--- config.mk ---
export PLATFORM = sky130hd
export DESIGN_NAME = button_impulse_gen_flat
export DESIGN_NICKNAME = d
export VERILOG_FILES = /design/src/rtl/vga_ctrl_pkg.sv /design/src/rtl/button_impulse_gen_if.sv /design/src/rtl/button_impulse_gen_debounce.sv /design/src/rtl/button_impulse_gen.sv /design/src/flat_wrapper.sv
export SDC_FILE = /design/constraint.sdc
export NUM_CORES = 1
export LEC_CHECK = 0
export CAP_MARGIN = 10
export CELL_PAD_IN_SITES_DETAIL_PLACEMENT = 0
export CELL_PAD_IN_SITES_GLOBAL_PLACEMENT = 1
export CORE_MARGIN = 1.5
export CORE_UTILIZATION = 45
export DETAILED_ROUTE_END_ITERATION = 8
export DONT_BUFFER_PORTS = 1
export PLACE_DENSITY_LB_ADDON = 0.1
export SETUP_SLACK_MARGIN = 0.2
export SLEW_MARGIN = 5
export SYNTH_ARGS = -nofsm -noshare
export SYNTH_HDL_FRONTEND = slang
export SYNTH_HIERARCHICAL = 1
export SYNTH_SLANG_ARGS = --single-unit
--- constraint.sdc ---
create_clock -name clk -period 3.55 [get_ports clk]
set_input_delay 0.5325 -clock clk [delete_from_list [all_inputs] [get_ports clk]]
set_output_delay 0.5325 -clock clk [all_outputs]
set_load 0.01 [all_outputs]
--- src/rtl/vga_ctrl_pkg.sv ---
// Shared types and default timing for the pushbutton front end.
// Defaults assume a 50 MHz system clock.
package vga_ctrl_pkg;

    typedef enum logic [1:0] {
        IDLE,
        HOLD,
        REPEAT
    } next_state_e;

    localparam int DEF_DEBOUNCE = 500000;
    localparam int DEF_HOLD     = 25000000;
    localparam int DEF_REPEAT   = 10000000;

endpackage

--- src/rtl/button_impulse_gen_if.sv ---
// Raw button inputs and conditioned outputs of the button front end.
// master drives buttons, slave produces pulses and levels.
interface button_impulse_gen_if;

    logic btn_next;
    logic btn_select;
    logic impulso;
    logic select;
    logic select_pulse;

    modport master (
        output btn_next,
        output btn_select,
        input  impulso,
        input  select,
        input  select_pulse
    );

    modport slave (
        input  btn_next,
        input  btn_select,
        output impulso,
        output select,
        output select_pulse
    );

endinterface

--- src/rtl/button_impulse_gen_debounce.sv ---
// Two-flop synchronizer followed by a saturating debounce counter.
// The level flips only after DEBOUNCE_CYCLES consecutive mismatches.
module btn_debounce #(
    parameter int DEBOUNCE_CYCLES = 4
) (
    input  logic clk,
    input  logic reset_n,
    input  logic btn,
    output logic level
);

    localparam int CW = $clog2(DEBOUNCE_CYCLES + 1);
    localparam logic [CW-1:0] LAST = CW'(DEBOUNCE_CYCLES - 1);
    localparam logic [CW-1:0] MAXV = CW'(DEBOUNCE_CYCLES);

    logic [1:0]    sync;
    logic [CW-1:0] cnt;

    always_ff @(posedge clk or negedge reset_n) begin
        if (!reset_n) begin
            sync  <= '0;
            cnt   <= '0;
            level <= 1'b0;
        end else begin
            sync <= {sync[0], btn};
            if (sync[1] == level) begin
                cnt <= '0;
            end else if (cnt == LAST) begin
                level <= sync[1];
                cnt   <= '0;
            end else if (cnt != MAXV) begin
                cnt <= cnt + 1'b1;
            end
        end
    end

endmodule

--- src/rtl/button_impulse_gen.sv ---
// Turns the next/select pushbuttons into advance pulses with
// press-and-hold auto-repeat, and a debounced confirm level/pulse.
module button_impulse_gen
    import vga_ctrl_pkg::*;
#(
    parameter int DEBOUNCE_CYCLES = DEF_DEBOUNCE,
    parameter int HOLD_CYCLES     = DEF_HOLD,
    parameter int REPEAT_CYCLES   = DEF_REPEAT
) (
    input logic                clk,
    input logic                reset_n,
    button_impulse_gen_if.slave bus
);

    localparam int HW = $clog2(HOLD_CYCLES);
    localparam int RW = $clog2(REPEAT_CYCLES);
    localparam logic [HW-1:0] HOLD_LAST = HW'(HOLD_CYCLES - 1);
    localparam logic [RW-1:0] REP_LAST  = RW'(REPEAT_CYCLES - 1);

    logic        next_lvl;
    logic        sel_lvl;
    logic        next_q;
    logic        sel_q;
    logic        imp_q;
    logic        imp_d;
    next_state_e state;
    next_state_e state_d;
    logic [HW-1:0] hcnt;
    logic [HW-1:0] hcnt_d;
    logic [RW-1:0] rcnt;
    logic [RW-1:0] rcnt_d;

    btn_debounce #(.DEBOUNCE_CYCLES(DEBOUNCE_CYCLES)) u_db_next (
        .clk     (clk),
        .reset_n (reset_n),
        .btn     (bus.btn_next),
        .level   (next_lvl)
    );

    btn_debounce #(.DEBOUNCE_CYCLES(DEBOUNCE_CYCLES)) u_db_sel (
        .clk     (clk),
        .reset_n (reset_n),
        .btn     (bus.btn_select),
        .level   (sel_lvl)
    );

    always_ff @(posedge clk or negedge reset_n) begin
        if (!reset_n) begin
            state  <= IDLE;
            hcnt   <= '0;
            rcnt   <= '0;
            imp_q  <= 1'b0;
            next_q <= 1'b0;
            sel_q  <= 1'b0;
        end else begin
            state  <= state_d;
            hcnt   <= hcnt_d;
            rcnt   <= rcnt_d;
            imp_q  <= imp_d;
            next_q <= next_lvl;
            sel_q  <= sel_lvl;
        end
    end

    // next_q keeps tracking under select, so a held next is no new edge
    always_comb begin
        state_d = state;
        hcnt_d  = hcnt;
        rcnt_d  = rcnt;
        imp_d   = 1'b0;
        if (sel_lvl) begin
            state_d = IDLE;
            hcnt_d  = '0;
            rcnt_d  = '0;
        end else begin
            unique case (state)
                IDLE: begin
                    hcnt_d = '0;
                    rcnt_d = '0;
                    if (next_lvl && !next_q) begin
                        state_d = HOLD;
                        imp_d   = 1'b1;
                    end
                end
                HOLD: begin
                    if (!next_lvl) begin
                        state_d = IDLE;
                    end else if (hcnt == HOLD_LAST) begin
                        state_d = REPEAT;
                        imp_d   = 1'b1;
                        rcnt_d  = '0;
                    end else begin
                        hcnt_d = hcnt + 1'b1;
                    end
                end
                REPEAT: begin
                    if (!next_lvl) begin
                        state_d = IDLE;
                    end else if (rcnt == REP_LAST) begin
                        imp_d  = 1'b1;
                        rcnt_d = '0;
                    end else begin
                        rcnt_d = rcnt + 1'b1;
                    end
                end
                default: state_d = IDLE;
            endcase
        end
    end

    assign bus.impulso      = imp_q & ~sel_lvl;
    assign bus.select       = sel_lvl;
    assign bus.select_pulse = sel_lvl & ~sel_q;

endmodule

--- src/flat_wrapper.sv ---
// flat-port wrapper written by rule: the top's interface ports become plain ports
module button_impulse_gen_flat import vga_ctrl_pkg::*;
#(
    parameter int DEBOUNCE_CYCLES = DEF_DEBOUNCE,
    parameter int HOLD_CYCLES     = DEF_HOLD,
    parameter int REPEAT_CYCLES   = DEF_REPEAT
)
  (clk, reset_n, bus_btn_next, bus_btn_select, bus_impulso, bus_select, bus_select_pulse);
  button_impulse_gen_if bus_i ();
  input logic clk;
  input logic reset_n;
  input wire logic [$bits(bus_i.btn_next)-1:0] bus_btn_next;
  input wire logic [$bits(bus_i.btn_select)-1:0] bus_btn_select;
  output wire logic [$bits(bus_i.impulso)-1:0] bus_impulso;
  output wire logic [$bits(bus_i.select)-1:0] bus_select;
  output wire logic [$bits(bus_i.select_pulse)-1:0] bus_select_pulse;
  assign bus_i.btn_next = bus_btn_next;
  assign bus_i.btn_select = bus_btn_select;
  assign bus_impulso = bus_i.impulso;
  assign bus_select = bus_i.select;
  assign bus_select_pulse = bus_i.select_pulse;
  button_impulse_gen #(.DEBOUNCE_CYCLES(DEBOUNCE_CYCLES), .HOLD_CYCLES(HOLD_CYCLES), .REPEAT_CYCLES(REPEAT_CYCLES)) u_core (.clk(clk), .reset_n(reset_n), .bus(bus_i));
endmodule
---- Word-level counts from Yosys, hierarchy flattened ----
Cells that the tools add are included.
storage, ports and cells
  flip-flop bits (word level) ............. 98
  bits of input ports ..................... 4
  output and inout port bits .............. 3
  logic and storage cells ................. 80
cells by class
  add/subtract/negate cells ............... 4
  equality and inequality tests ........... 17
  muxes and demuxes ....................... 29
  bitwise gates (word level) .............. 6
  reduce and logical (&&, ||, !) cells .... 12
operators with widths
  kind                     count
  $mux W24                 5
  $mux W19                 6
  $mux W25                 3
  $pmux W24 S3             1
  $pmux W25 S2             1
  $add A19 B1 Y19 const B  2
  $eq A19 B19 Y1 const B   2
  $ne A19 B19 Y1 const B   2
  $add A25 B1 Y25 const B  1
  $eq A25 B25 Y1 const B   1
  $add A24 B1 Y24 const B  1
  $eq A24 B24 Y1 const B   1
  $ne A3 B3 Y1 const B     4
  $mux W2                  5
  $reduce_bool A3 Y1       3
  $mux W1                  6
  $ne A3 B2 Y1 const B     2
  $pmux W2 S3              1
  $reduce_and A3 Y1        2
  $ne A4 B3 Y1 const B     1
  $not A1 Y1               4
  $reduce_and A2 Y1        2
  $reduce_and A4 Y1        1
  $reduce_bool A4 Y1       1
  other kinds (8)          10

---- Logic depth before layout (Yosys ltp) ----
Gate-level depths: netlist (run 1).
  depth after elaboration ................. 5
  mapped depth ............................ 10
  mapped depth without buffers ............ 7

---- Modules after synthesis ----
The synthesis (run 1) kept the hierarchy.
by module, submodules not included
  module                            instances  cells each  area each (µm²)  sequential area each (µm²)
  button_impulse_gen                1          354         3,261.9          1,351.3
  btn_debounce at u_core.u_db_next  1          127         1,218.7          550.5
  btn_debounce at u_core.u_db_sel   1          125         1,216.2          550.5

---- Worst setup path before layout (run 1) ----
OpenSTA, ideal clock, no wires.
  path kind ............................... register -> register
  start ................................... reg u_core.rcnt[14]
  end ..................................... reg u_core.rcnt[16]
  library setup time ...................... 125 ps
  arrival ................................. 1,964 ps
  required time ........................... 3,425 ps
  path slack .............................. 1,461 ps
  stages on the path, launching flop included .. 7
  path buffers ............................ 1
  clock period less this slack ............ 2,089 ps
  cell sequence ........................... dfrtp_1 -> or4b_1 -> or4_4 -> o21bai_4 -> buf_6 -> o21ai_2 -> mux2_2
between the ends
  longest elaborated chain between the ends .. 5
  elaborated cells on any way between the ends .. 6
  those cells by class .................... add/sub (1); eq/ne (1); mux (4)
ends and longest elaborated chain
  what                                               RTL line                                             text
  from (decl)                                        button_impulse_gen.sv:30                             logic [RW-1:0] rcnt;
  from (signal assigned)                             button_impulse_gen.sv:58                             rcnt <= rcnt_d;
  $add A24 B1 Y24 or $eq A24 B24 Y1 (tied branches)  button_impulse_gen.sv:103, button_impulse_gen.sv:99
  $mux W24 *                                         button_impulse_gen.sv:99                             end else if (rcnt == REP_LAST) begin
  $mux W24 *                                         button_impulse_gen.sv:97                             if (!next_lvl) begin
  $pmux W24 S3 *                                     button_impulse_gen.sv:76                             unique case (state)
  $mux W24 *                                         button_impulse_gen.sv:71                             if (sel_lvl) begin
Mark *: on every way between the ends. The rest lies on a longest branch, timed or not. The select of a mux whose other input is x is not followed.
A chain may end at the register's enable or synchronous reset.

---- Worst setup path after layout (run 1) ----
  start ................................... reg u_core.hcnt[0]
  end ..................................... reg u_core.hcnt[15]
between the ends
  longest elaborated chain between the ends .. 5
  elaborated cells on any way between the ends .. 8
  those cells by class .................... add/sub (1); eq/ne (2); mux (4); reduce/logical (1)
ends and longest elaborated chain
  what                    RTL line                  text
  from (decl)             button_impulse_gen.sv:28  logic [HW-1:0] hcnt;
  from (signal assigned)  button_impulse_gen.sv:57  hcnt <= hcnt_d;
  $add A25 B1 Y25         button_impulse_gen.sv:93  hcnt_d = hcnt + 1'b1;
  $mux W25                button_impulse_gen.sv:88  end else if (hcnt == HOLD_LAST) begin
  $mux W25                button_impulse_gen.sv:86  if (!next_lvl) begin
  $pmux W25 S2            button_impulse_gen.sv:76
  $mux W25                button_impulse_gen.sv:71
Several ways; a longest one is shown, not always the timed one. The select of a mux whose other input is x is not followed.

==> impl_metrics.py, run 1 <==
metrics = {
    "placement": {
        "dp_cells": 758,
        "gp_congestion": 0.793,
        "numPortBuffers": 0,
        "dp_hpwl_um": 8710,
        "post_dp_cell_area_um2": 5820,
    },
    "pwr": {
        "power.leakage_uw": 0.00245,
        "power_uw": 2170,
        "power_density_nw_per_um2": 353,
        "irDropWorstVdd_mv": 0.199,
    },
    "critical_path": {
        "path_buf_inv": 0,
        "critical_path.max_fanout": 19,
        "required_ns": 3.76,
        "crit_path_end_kind": "flip-flop",
        "slowest_delay_ns": 0.74,
        "path_cells": "ha_1 > and4_1 > nand4_1 > o21ai_2 > and2_0 > a221oi_1",
        "crit_family": "simple AND/OR/NAND/NOR gates",
        "arrival_ns": 2.93,
        "critical-path-slowest-cell": "o21ai_2",
        "start_kind": "flip-flop",
        "crit_type": "reg -> reg",
    },
    "clock_tree": {
        "cts.path.max_buffers": 2,
        "root_buffer": "clkbuf_16",
        "clkLatencyLatePin_ns": 0.35,
        "cts.sinks": 98,
        "cts_tree": "built",
        "holdBufCountCts": 1,
        "h-tree-depth": 3,
        "cts_made_buffers": 9,
        "cts.clk_slew.worst_paths_ns": 0.07,
        "cts_setup_buffers": 0,
        "cts.repair.resized": 0,
    },
    "die": {
        "die_w_um": 116,
        "io_pins": 7,
        "rows": 40,
        "core_um2": 12200,
        "initial_core_util_pct": 46.8,
        "die_area_um2": 13300,
        "die_y_um": 116,
    },
    "flow_run": {
        "maxCapViolCount": 0,
    },
    "grt": {
        "grt_use_total_pct": 20.5,
        "antenna_found_initial": 0,
        "grt_max_degree": 99,
        "overflow": 0,
        "grt_first_pass_wirelength_um": 22100,
        "grt_pass1_vias": 4501,
    },
    "timing": {
        "fin_skew_ns": 0.00985,
        "slew-limit-headroom_pct": 40.1,
        "rsz0062_at_grt": "no",
        "drv_slew": 0,
        "setup_violations": 0,
        "fmax_mhz": 367,
        "final.period_utilization_pct": 76.7,
        "finalSetupTns_ns": 0,
        "hold_viol_final": 0,
        "worst_pin_slew_ns": 0.891,
        "final.min_clock_period_ns": 2.72,
    },
    "synthesis": {
        "ys_seq_area_share_pct": 43.0,
        "ys_ff_latch": 98,
        "netlist_instances": 606,
        "synth_top_cells_by_area": "dfrtp_1 (43%), xnor2_1 (3.5%), nor2_1 (3.4%), nand2_1 (3.3%), nand4_1 (2.7%)",
        "synth_nets": 621,
        "async_reset_ff_share_pct": 100,
        "yosys.area.top_type": "dfrtp_1",
        "syn_area_per_cell_um2": 9.40,
        "synth_cell_types": 75,
        "synth_top_area_share_pct": 43.0,
        "synthFlopType": "dfrtp_1",
        "ys_warn_count": 6,
        "syn_area_um2": 5700,
        "synth_edf_count": 0,
    },
    "route": {
        "vias_per_cell": 5.86,
        "postRouteAntennaNets": 0,
        "vias": 4539,
        "drtIter0Drc": 223,
        "wl_um": 12700,
        "avgRoutedWirePerCell_um": 16.4,
        "dr.pass1.iters": 4,
        "drc": 0,
    },
    "status": {
        "status": "completed",
    },
    "cells_and_area": {
        "layoutNonFillerInstCount": 775,
        "multi_input_area_um2": 3040,
        "fillers": 1138,
        "seq_area_um2": 2450,
        "drive_above_1_share_pct": 8.24,
        "postLayoutCoreUtil_pct": 50.6,
        "layout_common_cells": "dfrtp_1 (98), nor2_1 (51), nand2_1 (50)",
        "finalNetCount": 617,
        "diodes": 0,
        "mostFrequentLayoutCell": "dfrtp_1",
        "design_area_um2": 6150,
        "area_growth_pct": 8.02,
    },
    "worst_hold_path": {
        "hold_class": "in -> async",
    },
}
==> final timing paths <==
kind | startpoint | end | slack (ns) | depth (start not counted)
worst min-delay path | reset_n | u_core/hcnt[9]$_DFFE_PN0P_ | 0.07 | 1
worst max-delay path | u_core/hcnt[0]$_DFFE_PN0P_ | u_core/hcnt[15]$_DFFE_PN0P_ | 0.83 | 6
worst max register to register | u_core/hcnt[0]$_DFFE_PN0P_ | u_core/hcnt[15]$_DFFE_PN0P_ | 0.83 | 6
min in group clk | bus_btn_select | u_core/u_db_sel/sync[0]$_DFF_PN0_ | 0.21 | 0
max in group asynchronous | reset_n | u_core/rcnt[5]$_DFFE_PN0P_ | 3.02 | 1
worst min register to register | u_core/u_db_next/sync[0]$_DFF_PN0_ | u_core/u_db_next/sync[1]$_DFF_PN0_ | 0.35 | 0
==> stage by stage <==
stage,hold slack [ns],setup slack [ns]
floorplan,0.237,1.46
global placement,0.240,0.931
detailed placement,0.240,0.842
CTS,0.140,0.803
global route,0.146,0.612
finish,0.0719,0.828
==> registers in the layout, indices dropped and copies added, names as in the netlist <==
signal,count
u_core/rcnt,24
u_core/u_db_sel/sync,2
u_core/u_db_next/sync,2
u_core/next_q,1
u_core/sel_q,1
u_core/u_db_sel/cnt,19
u_core/u_db_next/cnt,19
u_core/imp_q,1
u_core/u_db_sel/level,1
u_core/state,2
u_core/hcnt,25
u_core/u_db_next/level,1
==> where the power goes <==
| part | internal (uW) | total (uW) | switching (uW) |
|---|---|---|---|
| Clock | 553 | 981 | 429 |
| Sequential | 1120 | 1140 | 13.7 |
| Combinational | 15.9 | 55.8 | 39.9 |
==> metal layers <==
metal | vias up | GRT usage [%] | wire, um
met4 | 0 | 6.91 | 175
met5 | - | 0 | 0
met3 | 13 | 2.93 | 398
met2 | 61 | 33.5 | 5960
li1 | 2223 | - | -
met1 | 2242 | 28.0 | 6190
==> final cells by class <==
class	instances	area share (%)
inverters	25	1.53
clock buffers	13	4.55
clock inverters	3	0.346
repair buffers	5	0.935
flip-flops and latches	98	39.9
well taps	168	3.42
multi-input cells	463	49.4
==> cells by family (layout without fill, tap and decap cells) <==
family                     Yosys count  after routing  share of synthesized area [%]
and+or+nand+nor                    286            286                           28.9
muxes                               11             11                           2.11
buffers and inverters               45             46                           3.62
xor gates and xnor gates            34             34                           5.23
adders and majority gates           11             11                           2.42
AOI/OAI and AO/OA                  121            121                           14.7
DFF                                 98             98                           43.0
==> synthesized netlist by cell type, drive strengths merged, types with 8 or more instances <==
cell type  instances
xor2              11
a22o              11
clkbuf             8
nand4             27
o31ai              9
nor4              17
nor2              52
a21oi             17
o21ai             44
and4              10
nand2b             9
buf               12
nand2             50
a31oi              8
nand3             23
and3              14
and2               9
nor3              25
ha                11
xnor2             23
inv               25
dfrtp             98
nor2b             11
(Power assumes the default switching activity.)
==> run 2: changes to the inputs <==
==> constraint.sdc (replaced) <==
create_clock -name clk -period 2.7 [get_ports clk]
set_input_delay 0.405 -clock clk [delete_from_list [all_inputs] [get_ports clk]]
set_output_delay 0.405 -clock clk [all_outputs]
set_load 0.01 [all_outputs]
==> impl_metrics.py, run 2 (synthesized netlist as in run 1, its figures left out) <==
metrics = {
    "status": {
        "status": "finished, violations left",
        "failed_checks": "negative hold slack",
    },
    "cells_and_area": {
        "layoutNonFillerInstCount": 786,
        "largest_register_ffs": 25,
        "finalNetCount": 628,
        "largest_register": "u_core/hcnt",
        "mostFrequentLayoutCell": "dfrtp_1",
        "fillers": 1147,
        "area_growth_pct": 9.73,
        "drive_above_1_share_pct": 10.4,
        "layout_common_cells": "dfrtp_1 (98), nor2_1 (50), nand2_1 (50)",
        "largestRegisters": "u_core/hcnt x25, u_core/rcnt x24",
        "design_area_um2": 6250,
        "diodes": 0,
    },
    "clock_tree": {
        "cts.path.max_buffers": 2,
        "cts_made_buffers": 9,
        "cts_tree": "built",
        "cts.sinks": 98,
        "clkLatencyLatePin_ns": 0.35,
        "h-tree-depth": 3,
        "root_buffer": "clkbuf_16",
        "cts.clk_slew.worst_paths_ns": 0.07,
    },
    "critical_path": {
        "arrival_ns": 2.58,
        "path_buf_inv": 3,
        "cpMostUsedCell": "inv_1",
        "slowest_delay_ns": 0.51,
        "start_kind": "flip-flop",
        "crit_path_end_kind": "flip-flop",
        "required_ns": 2.98,
        "crit_family": "simple AND/OR/NAND/NOR gates",
        "critical-path-slowest-cell": "or4_1",
        "path_cells": "inv_1 > ha_1 > inv_1 > nor2_2 > o21ai_2 > buf_4 > or4_1 > a21oi_1",
        "crit_type": "reg -> reg",
        "critical_path.max_fanout": 10,
    },
    "placement": {
        "dp_slack_ns": 0.208,
        "gp_congestion": 0.791,
        "numPortBuffers": 0,
        "dp_cells": 770,
        "post_dp_cell_area_um2": 5930,
        "dp_hpwl_um": 8700,
    },
    "grt": {
        "grt_max_degree": 99,
        "grt_first_pass_wirelength_um": 22000,
        "grt_use_total_pct": 20.9,
        "grt_pass1_vias": 4378,
        "overflow": 0,
        "antenna_found_initial": 0,
    },
    "route": {
        "vias_per_cell": 5.83,
        "drtIter0Drc": 276,
        "postRouteAntennaNets": 0,
        "dr.pass1.iters": 4,
        "vias": 4586,
        "drc": 0,
        "wl_um": 12700,
        "avgRoutedWirePerCell_um": 16.1,
    },
    "die": {
        "die_area_um2": 13300,
        "die_y_um": 116,
        "initial_core_util_pct": 46.8,
        "core_um2": 12200,
        "io_pins": 7,
        "die_w_um": 116,
        "rows": 40,
    },
    "timing": {
        "finalSetupTns_ns": 0,
        "setup_violations": 0,
        "worst_pin_slew_ns": 0.661,
        "drv_slew": 0,
        "rsz0062_at_grt": "no",
        "finalWorstSetupSlack_ns": 0.402,
        "fmax_mhz": 435,
        "whs_ns": -0.257,
        "fin_skew_ns": 0.00831,
        "slew-limit-headroom_pct": 55.5,
        "final.period_utilization_pct": 85.1,
        "final.min_clock_period_ns": 2.30,
        "hold_viol_final": 98,
    },
    "worst_hold_path": {
        "hold_class": "in -> async",
    },
    "flow_run": {
        "maxCapViolCount": 0,
    },
    "pwr": {
        "irDropWorstVdd_mv": 0.340,
        "power_density_nw_per_um2": 458,
        "power.leakage_uw": 0.00251,
        "power_uw": 2860,
    },
}
## run 2: timing repair
item	CTS	global route
endpoints found under the hold margin	98	98
endpoints found under the setup margin	0	17
setup buffers	0	0
gates resized for setup	0	5
## run 2: where the power goes
group	leakage (uW)	switching, uW	internal [uW]	total [uW]
combinational	0.000998	26.6	19.6	46.2
clock	0.000151	558	764	1320
sequential	0.00136	18.8	1480	1500
total	0.00251	604	2260	2860
## run 2: worst paths after layout
check / end / start / depth (start not counted) / slack [ns]
min: u_core/rcnt[7]$_DFFE_PN0P_ / reset_n / 0 / -0.26
max in group asynchronous: u_core/rcnt[17]$_DFFE_PN0P_ / reset_n / 0 / 2.82
min in group clk: u_core/u_db_sel/sync[0]$_DFF_PN0_ / bus_btn_select / 0 / 0.08
max reg2reg: u_core/hcnt[22]$_DFFE_PN0P_ / u_core/state[1]$_DFFE_PN0P_ / 8 / 0.40
max: u_core/hcnt[22]$_DFFE_PN0P_ / u_core/state[1]$_DFFE_PN0P_ / 8 / 0.40
min reg2reg: u_core/u_db_next/sync[1]$_DFF_PN0_ / u_core/u_db_next/sync[0]$_DFF_PN0_ / 0 / 0.36
## run 2: metrics by stage
| stage | utilization, % | hold slack [ns] |
|---|---|---|
| 3_3_place_gp | 48.7 | 0.113 |
| 6_report | 51.4 | -0.257 |
| 3_5_place_dp | 48.7 | 0.114 |
| 4_1_cts | 51.2 | -0.269 |
| 2_1_floorplan | - | 0.109 |
| 5_1_grt | 51.4 | -0.277 |
## run 2: per-layer routing
metal / up-vias / wire [um] / GRT usage, %
li1: 2249 / - / -
met1: 2262 / 6140 / 28.9
met2: 61 / 5970 / 33.1
met3: 14 / 326 / 2.93
met4: 0 / 226 / 8.48
met5: - / 0 / 0
## run 2: area by class of cell
type                            instances  area, um2  share of cell area, %
Inverter                               25       93.8                   1.50
Clock buffer                           11        253                   4.04
Tap cell                              168        210                   3.36
Clock inverter                          5       52.6                  0.841
Timing Repair Buffer                   16        136                   2.18
Sequential cell                        98       2450                   39.2
Multi-Input combinational cell        463       3050                   48.8
## run 2: worst register-to-register path: cells and delay by family, from the launching register on
family	cells	cell delay, ns
AND/OR/NAND/NOR	2	0.76
buffers and inverters	3	0.45
flip-flops	1	0.41
AO/OA/AOI/OAI	2	0.35
adder cells (fa/ha/maj)	1	0.26
